==> src/rtl/tone_pkg.sv <==
// Shared definitions for the tone gate and its helpers.
//   tone_state_e : gate FSM states
//   *_DEF        : default clock rate and field widths
//   ms_div()     : clocks per millisecond for a given clock rate
package tone_pkg;

  localparam int unsigned CLK_HZ_DEF = 50_000_000;
  localparam int unsigned DUR_W_DEF  = 16;
  localparam int unsigned VOL_W_DEF  = 4;

  typedef enum logic [2:0] {
    ST_IDLE      = 3'd0,
    ST_WAIT_EDGE = 3'd1,
    ST_PLAY      = 3'd2,
    ST_DRAIN     = 3'd3,
    ST_DONE      = 3'd4
  } tone_state_e;

  function automatic int unsigned ms_div(input int unsigned clk_hz);
    return clk_hz / 1000;
  endfunction

endpackage

==> src/rtl/ms_tick_gen.sv <==
// Millisecond prescaler: counts 0..DIV-1 while enabled and pulses tick_c
// in the cycle the count is at DIV-1 (the count wraps on that edge).
//   clk, rst : clock, async active-high reset
//   clr      : synchronous clear to 0 (wins over en)
//   en       : count enable
//   tick_c   : one-cycle tick, combinational from the count register
module ms_tick_gen
  import tone_pkg::*;
#(
  parameter int unsigned DIV = ms_div(CLK_HZ_DEF)
) (
  input  logic clk,
  input  logic rst,
  input  logic clr,
  input  logic en,
  output logic tick_c
);

  localparam int unsigned CNT_W = (DIV > 1) ? $clog2(DIV) : 1;
  localparam logic [CNT_W-1:0] CNT_MAX = CNT_W'(DIV - 1);

  logic [CNT_W-1:0] cnt_q, cnt_d;

  // Next count and tick
  always_comb begin
    cnt_d  = cnt_q;
    tick_c = 1'b0;
    if (clr) begin
      cnt_d = '0;
    end else if (en) begin
      if (cnt_q == CNT_MAX) begin
        cnt_d  = '0;
        tick_c = 1'b1;
      end else begin
        cnt_d = cnt_q + CNT_W'(1);
      end
    end
  end

  always_ff @(posedge clk or posedge rst) begin
    if (rst) cnt_q <= '0;
    else     cnt_q <= cnt_d;
  end

endmodule

==> src/rtl/tone_gate.sv <==
// Gates a square-wave tone into a PWM-volume speaker drive for a requested
// number of milliseconds, starting on a tone rising edge and stopping on a
// falling edge so no half-period is truncated.
//   clk, rst          : clock, async active-high reset
//   tone_in           : raw square wave from the tone generator
//   req_valid/ready   : request handshake (ready only while idle)
//   req_dur_ms        : note length in ms (0 = complete immediately)
//   req_vol           : PWM volume, 0 silent, all-ones full
//   stop              : synchronous abort
//   spk_out           : gated speaker drive
//   busy              : note in progress
//   done              : one-cycle completion pulse
module tone_gate
  import tone_pkg::*;
#(
  parameter int unsigned CLK_HZ = CLK_HZ_DEF,
  parameter int unsigned DUR_W  = DUR_W_DEF,
  parameter int unsigned VOL_W  = VOL_W_DEF
) (
  input  logic             clk,
  input  logic             rst,
  input  logic             tone_in,
  input  logic             req_valid,
  output logic             req_ready,
  input  logic [DUR_W-1:0] req_dur_ms,
  input  logic [VOL_W-1:0] req_vol,
  input  logic             stop,
  output logic             spk_out,
  output logic             busy,
  output logic             done
);

  localparam int unsigned      MS_DIV   = ms_div(CLK_HZ);
  localparam logic [VOL_W-1:0] VOL_FULL = '1;

  tone_state_e      state_q, state_d;
  logic             tone_q;
  logic [VOL_W-1:0] pwm_cnt_q, pwm_cnt_d;
  logic [DUR_W-1:0] dur_q, dur_d;
  logic [VOL_W-1:0] vol_q, vol_d;
  logic [DUR_W-1:0] rem_q, rem_d;
  logic             spk_q, spk_d;
  logic             busy_q, busy_d;
  logic             done_q, done_d;
  logic             ready_q, ready_d;

  logic rise_c, fall_c, pwm_on_c, tick_c, presc_clr_c, presc_en_c;

  // Tone edges relative to the registered copy
  assign rise_c = tone_in & ~tone_q;
  assign fall_c = ~tone_in & tone_q;

  // Full scale bypasses the compare so volume all-ones is a solid tone
  assign pwm_on_c  = (vol_q == VOL_FULL) | (pwm_cnt_q < vol_q);
  assign pwm_cnt_d = pwm_cnt_q + VOL_W'(1);

  ms_tick_gen #(
    .DIV (MS_DIV)
  ) u_ms_tick (
    .clk    (clk),
    .rst    (rst),
    .clr    (presc_clr_c),
    .en     (presc_en_c),
    .tick_c (tick_c)
  );

  // Next state, datapath and registered outputs
  always_comb begin
    state_d     = state_q;
    dur_d       = dur_q;
    vol_d       = vol_q;
    rem_d       = rem_q;
    spk_d       = 1'b0;
    presc_clr_c = 1'b0;
    presc_en_c  = (state_q == ST_PLAY);

    unique case (state_q)
      ST_IDLE: begin
        if (req_valid && ready_q) begin
          dur_d   = req_dur_ms;
          vol_d   = req_vol;
          state_d = (req_dur_ms == '0) ? ST_DONE : ST_WAIT_EDGE;
        end
      end
      ST_WAIT_EDGE: begin
        // stop first: the tone may be stuck and never produce a rise
        if (stop) begin
          state_d = ST_DONE;
        end else if (rise_c) begin
          state_d     = ST_PLAY;
          presc_clr_c = 1'b1;
          rem_d       = dur_q;
        end
      end
      ST_PLAY: begin
        spk_d = tone_q & pwm_on_c;
        if (tick_c) rem_d = rem_q - DUR_W'(1);
        if (stop || (tick_c && (rem_q == DUR_W'(1)))) state_d = ST_DRAIN;
      end
      ST_DRAIN: begin
        // finish the current high half, cut exactly at the falling edge
        if (fall_c) state_d = ST_DONE;
        else        spk_d   = tone_q & pwm_on_c;
      end
      ST_DONE: begin
        state_d = ST_IDLE;
      end
      default: begin
        state_d = ST_IDLE;
      end
    endcase

    ready_d = (state_d == ST_IDLE);
    busy_d  = (state_d == ST_WAIT_EDGE) || (state_d == ST_PLAY) || (state_d == ST_DRAIN);
    done_d  = (state_d == ST_DONE);
  end

  always_ff @(posedge clk or posedge rst) begin
    if (rst) begin
      state_q   <= ST_IDLE;
      tone_q    <= 1'b0;
      pwm_cnt_q <= '0;
      dur_q     <= '0;
      vol_q     <= '0;
      rem_q     <= '0;
      spk_q     <= 1'b0;
      busy_q    <= 1'b0;
      done_q    <= 1'b0;
      ready_q   <= 1'b0;
    end else begin
      state_q   <= state_d;
      tone_q    <= tone_in;
      pwm_cnt_q <= pwm_cnt_d;
      dur_q     <= dur_d;
      vol_q     <= vol_d;
      rem_q     <= rem_d;
      spk_q     <= spk_d;
      busy_q    <= busy_d;
      done_q    <= done_d;
      ready_q   <= ready_d;
    end
  end

  assign spk_out   = spk_q;
  assign busy      = busy_q;
  assign done      = done_q;
  assign req_ready = ready_q;

endmodule
==> config.mk <==
export PLATFORM = sky130hd
export DESIGN_NAME = tone_gate
export DESIGN_NICKNAME = d
export VERILOG_FILES = /design/src/rtl/tone_pkg.sv /design/src/rtl/ms_tick_gen.sv /design/src/rtl/tone_gate.sv
export SDC_FILE = /design/constraint.sdc
export NUM_CORES = 1
export LEC_CHECK = 0
export BUFFER_PORTS_ARGS = -buffer_cell sky130_fd_sc_hd__buf_4
export CAP_MARGIN = 20
export CORE_MARGIN = 2
export CORE_UTILIZATION = 50
export CTS_CLUSTER_SIZE = 16
export DETAILED_ROUTE_END_ITERATION = 12
export PLACE_DENSITY = 0.69
export SLEW_MARGIN = 20
export SYNTH_ARGS = -nofsm -noshare
export SYNTH_HDL_FRONTEND = slang
export SYNTH_HIERARCHICAL = 1
export SYNTH_SLANG_ARGS = --single-unit
==> constraint.sdc <==
create_clock -name clk -period 4 [get_ports clk]
set_input_delay 0.8 -clock clk [delete_from_list [all_inputs] [get_ports clk]]
set_output_delay 0.8 -clock clk [all_outputs]
set_load 0.01 [all_outputs]
# Yosys cells after proc, flatten, opt, wreduce, memory -nomap -nowiden
# Cells that the tools add are included.
# totals
reg_bits,64
latch_bits,0
ramBits,0
rom_bits,0
input_bits,25
output_inout_bits,4
wordCells,68
mem_count,0
# op_classes
addsub,3
n_mul,0
div,0
magnitude_cmp,1
eq_ne,13
shift,0
muxes,22
bitwise_logic,6
n_reduce_logical,12
# op_table
operator,count
$mux W16,6
$pmux W16 S2,1
$mux W3,6
$add A16 B1 Y16 const B,1
$eq A16 B1 Y1 const B,1
$eq A16 B16 Y1 const B,1
$logic_not A16 Y1,1
$sub A16 B1 Y16 const B,1
$eq A3 B2 Y1 const B,4
$pmux W3 S4,1
$mux W1,7
$eq A3 B1 Y1 const B,2
$logic_not A3 Y1,2
$ne A2 B2 Y1 const B,3
$add A4 B1 Y4 const B,1
$eq A4 B4 Y1 const B,1
$lt A4 B4 Y1,1
$reduce_and A4 Y1,1
$reduce_bool A2 Y1,2
$and A1 B1 Y1,3
$eq A3 B3 Y1 const B,1
$logic_or A1 B1 Y1,3
$logic_and A1 B1 Y1,2
$not A1 Y1,2
other kinds (3),3

# Longest topological paths before layout
# depth
word_depth,13
mapped_depth,12
mapped_depth_nobuf,9

# Cells and area by module
# The synthesis kept the hierarchy.
# modules_own_cells
mod,instances,cells_per_inst,area_each_um2,seq_area_each_um2
tone_gate,1,236,2447.3,1201.2
ms_tick_gen,1,99,938.4,400.4

# Worst setup path after synthesis
# No wires, ideal clock.
# synth_path
path_kind,register to register
from,register state_q[0]
to,register rem_q[15]
arrival_ns,2.837
t_required_ns,3.862
slack_ns,1.025
path_stages_with_launch,13
synth_period_minus_slack_ns,2.975
cell_sequence,dfrtp_1 -> clkbuf_1 -> or3b_1 -> inv_2 -> clkbuf_1 -> buf_2 -> nand2_1 -> nor2_1 -> nor4bb_1 -> o21ba_2 -> clkbuf_1 -> a222oi_1 -> o41ai_1
# synth_between
elab_chain_len,5
# synth_rtl
item,line_no,text
start: declaration,tone_gate.sv:36,"tone_state_e state_q, state_d;"
start signal: assignment,tone_gate.sv:131,state_q <= state_d;
$eq A3 B2 Y1,tone_gate.sv:75,presc_en_c = (state_q == ST_PLAY);
via presc_en_c,tone_gate.sv:47,"logic rise_c, fall_c, pwm_on_c, tick_c, presc_clr_c, presc_en_c;"
$mux W1,ms_tick_gen.sv:30,end else if (en) begin
$mux W1,ms_tick_gen.sv:28,if (clr) begin
via tick_c,tone_gate.sv:47,
$ne A2 B2 Y1 (no line),--,
$reduce_and A4 Y1 (no line),--,
end signal: assignment,tone_gate.sv:136,rem_q <= rem_d;
end: declaration,tone_gate.sv:41,"logic [DUR_W-1:0] rem_q, rem_d;"
# The timed path passes the listed nets, and every way through them passes these cells.
# A chain may end at the register's enable or synchronous reset.

# Worst setup path after layout
# layout_path
from,register state_q[1]
to,register rem_q[3]
# layout_between
elab_chain_len,5
# layout_rtl
item,line_no
$eq A3 B2 Y1 / $eq A3 B1 Y1 (equally long branches),"tone_gate.sv:75, tone_gate.sv:77"
"$mux W1, on equally long branches","ms_tick_gen.sv:30, tone_gate.sv:77"
$mux W1 (*),ms_tick_gen.sv:28
via tick_c,tone_gate.sv:47
$ne A2 B2 Y1 (no line) (*),--
$reduce_and A4 Y1 (no line) (*),--
# The timed path passes the listed nets; every way through them passes the cells marked *.

==> reports/qor.yml <==
run_status:
  outcome: "complete, no violations"
worst_hold_path:
  whs_path_depth: 1
  min_from: "pwm_cnt_q[0]"
  hp-class: "flip-flop to flip-flop"
  whs_endpoint: "pwm_cnt_q[0]"
placed_design:
  globalplace.congestion: 0.8552
  numPortBuffers: 28
  placed_cell_area_um2: 3664
  dp_hpwl_um: 5252
logic_synthesis:
  yosysTopAreaCellShare_pct: 47.30
  synth_top_family_by_area: "simple AND/OR/NAND/NOR gates"
  syn_avg_cell_area_um2: 10.11
  ys_seq_area_share_pct: 47.30
  synthTopCellsByCount: "dfrtp_1 (64), nand2_1 (24), nor2_1 (23), a21oi_1 (17), inv_1 (15)"
  synth_edf_count: 0
  yosys_warnings: 6
  synth_fa_ha_area_share_pct: 2.587
  syn_nets: 367
  synth_xor_area_share_pct: 2.328
  syn_inst: 335
  synth_compound_area_share_pct: 16.67
  async_flop_share_pct: 100.0
  synth.area.top_cells: "dfrtp_1 (47%), mux2_2 (4.3%), nand2_1 (2.7%), ha_1 (2.6%), nor2_1 (2.5%)"
  synth.most_common_cell: "dfrtp_1"
  yosysUniqueCellTypes: 67
  yosys_register_bits: 64
  syn_area_um2: 3386
  synth_area_leader_cell: "dfrtp_1"
  synth-simple-area-share_pct: 21.06
  synthMuxAreaShare_pct: 5.950
  synth_top_flop_cell: "dfrtp_1"
clocking:
  cts_root_buf: "clkbuf_8"
  cts.path.max_buffers: 2
  cts_resized: 0
  cts_setup_buffers: 0
  cts_max_level: 3
  cts_tree: "done"
  hold_buffers: 0
  clock_sinks: 64
  worstSkewPairLatency_ns: 0.35
  clk_pin_slew_worst_paths_ns: 0.08
  cts_made_buffers: 9
power:
  p_int_w: 0.001505
  powerDensity_nw_per_um2: 604.6
  leakagePower_nw: 1.665
  p_sw_share_pct: 35.81
  pwr-share-comb_pct: 29.4
  pwr-share-clk_pct: 23.8
  p_seq_share_pct: 46.9
  netSwitchingPower_w: 0.0008398
  vdd_drop_max_v: 0.0003693
floorplan:
  start_util_pct: 52.42
  fp.dieH_um: 86.29
  dieArea_um2: 7446
  core-area_um2: 6459
  die_w_um: 86.29
  row_count: 29
  pin_count: 29
setup_path:
  worstPathRequired_ns: 4.24
  cp_max_fo: 17
  max_stage_delay_ns: 0.64
  crit_type: "flip-flop to flip-flop"
  reg2reg_from: "state_q[1]"
  crit_buf_inv: 1
  reg2reg_depth: 8
  crit_chain: "or3b_1 -> inv_2 -> nand2_1 -> nor2_1 -> nor4bb_1 -> o21bai_2 -> o21ai_0 -> a21o_1"
  cp_slowest_cell: "or3b_1"
  rr_endpoint: "rem_q[3]"
  startpoint_type: "flip-flop"
  cp_top_family: "simple AND/OR/NAND/NOR gates"
  cp-end-kind: "flip-flop"
  reg2reg_slack_ns: 1.03
  critPathArrivalTime_ns: 3.20
sta:
  hold_ws_ns: 0.4767
  min_period_ns: 2.966
  finalSetupViolCount: 0
  finalSetupTns_ns: 0
  finalCritPeriodShare_pct: 74.14
  tightestPinTransition_ns: 0.7989
  fmax_ghz: 0.3372
  rsz0062_at_grt: "false"
  slew_headroom_pct: 46.74
  final_max_slew_viol_count: 0
  hold_viol: 0
  finClkSkew_ns: 0.009132
global_routing:
  antenna_found_initial: 0
  grt_pass1_wl_um: 12880
  grt_overflow: 0
  grt_pass1_vias: 2587
  grt_max_degree: 49
  grt.total_usage_pct: 22.34
finish:
  drive_above_1_share_pct: 21.08
  fin_area_um2: 3879
  fin_nets: 397
  antennaDiodeCount: 0
  area_growth_pct: 14.56
  fillers: 552
detailed_routing:
  first_iter_violations: 153
  routed_wl_um: 7550
  vias: 2697
  drt-pass1-iter-count: 4
  drc_errors: 0
  drt.antenna.violating_nets: 0
  post_drt_wl_per_cell_um: 16.89
  vias_per_cell: 6.034
flow_run:
  maxCapViolCount: 0
## routing by layer
layer | routed length, um | up-vias | track usage, % | share of wire [%]
li1 | - | 1328 | - | -
met1 | 3384 | 1321 | 29.89 | 45
met2 | 3856 | 46 | 36.22 | 51
met3 | 279 | 2 | 5.143 | 3.7
met4 | 29 | 0 | 7.244 | 0.38
met5 | 0 | - | 0 | 0
## power groups by stage
stage	Combinational (W)	Clock (W)	Sequential (W)
6_report	0.000689	0.000558	0.00110
5_1_grt	0.000777	0.000597	0.00113
4_1_cts	0.000686	0.000566	0.00109
3_5_place_dp	0.000678	0	0.00111
3_3_place_gp	0.000650	0	0.00110
2_1_floorplan	0.000547	0	0.00102
## cells by family after synthesis
logic type / after synthesis
AO/OA/AOI/OAI: 81
adder cells (fa/ha/maj): 7
XOR/XNOR: 9
multiplexers: 18
flip-flops: 64
AND/OR/NAND/NOR: 124
buffers and inverters: 32
## cell type report
| type | instances | area (um^2) | share of cell area [%] |
|---|---|---|---|
| multi-input cells | 239 | 1658 | 42.74 |
| clock buffers | 9 | 123.9 | 3.194 |
| clock inverters | 7 | 72.57 | 1.871 |
| flip-flops and latches | 64 | 1602 | 41.29 |
| well taps | 77 | 96.34 | 2.484 |
| inverters | 17 | 65.06 | 1.677 |
| repair buffers | 34 | 261.5 | 6.742 |
## worst max path at each step
stage | slack (ns) | cells past startpoint | endpoint | startpoint
2_1_floorplan | 1.03 | 12 | rem_q[15] | state_q[0]
3_3_place_gp | 0.88 | 11 | rem_q[3] | tone_in
3_5_place_dp | 0.76 | 11 | rem_q[3] | tone_in
4_1_cts | 0.83 | 8 | rem_q[3] | state_q[1]
5_1_grt | 0.74 | 8 | rem_q[3] | state_q[1]
6_report | 1.03 | 8 | rem_q[3] | state_q[1]
## metrics by stage
| step | setup WS [ns] | std cells | total power, W | utilization [%] |
|---|---|---|---|---|
| detailed placement | 0.7589 | 430 | 0.001784 | 56.72 |
| global placement | 0.8833 | 430 | 0.001748 | 56.72 |
| floorplan | 1.025 | 335 | 0.001568 | - |
| finish | 1.034 | 447 | 0.002345 | 60.05 |
| global route | 0.7356 | 447 | 0.002504 | 60.05 |
| CTS | 0.8310 | 446 | 0.002347 | 59.76 |
## cell usage in the layout, fill, tap and decap left out, types with 4 or more instances in the layout
cell type / n
inv_1: 14
nand4_1: 8
o211ai_1: 5
clkbuf_8: 10
nand3_1: 14
ha_1: 7
nor4_1: 10
xor2_1: 4
a21oi_1: 17
or3_1: 4
o21ai_0: 13
buf_4: 33
dfrtp_1: 64
nor2_1: 23
a21o_1: 5
a31oi_1: 6
mux2_2: 13
xnor2_1: 5
nand2_1: 24
nor3_1: 8
mux2_1: 4
## flip-flops by register name, indices dropped and copies added (netlist names)
name,flops
rem_q,16
dur_q,16
done,1
busy,1
vol_q,4
req_ready,1
state_q,3
u_ms_tick/cnt_q,16
spk_out,1
tone_q,1
pwm_cnt_q,4
(Power assumes the default switching activity.)
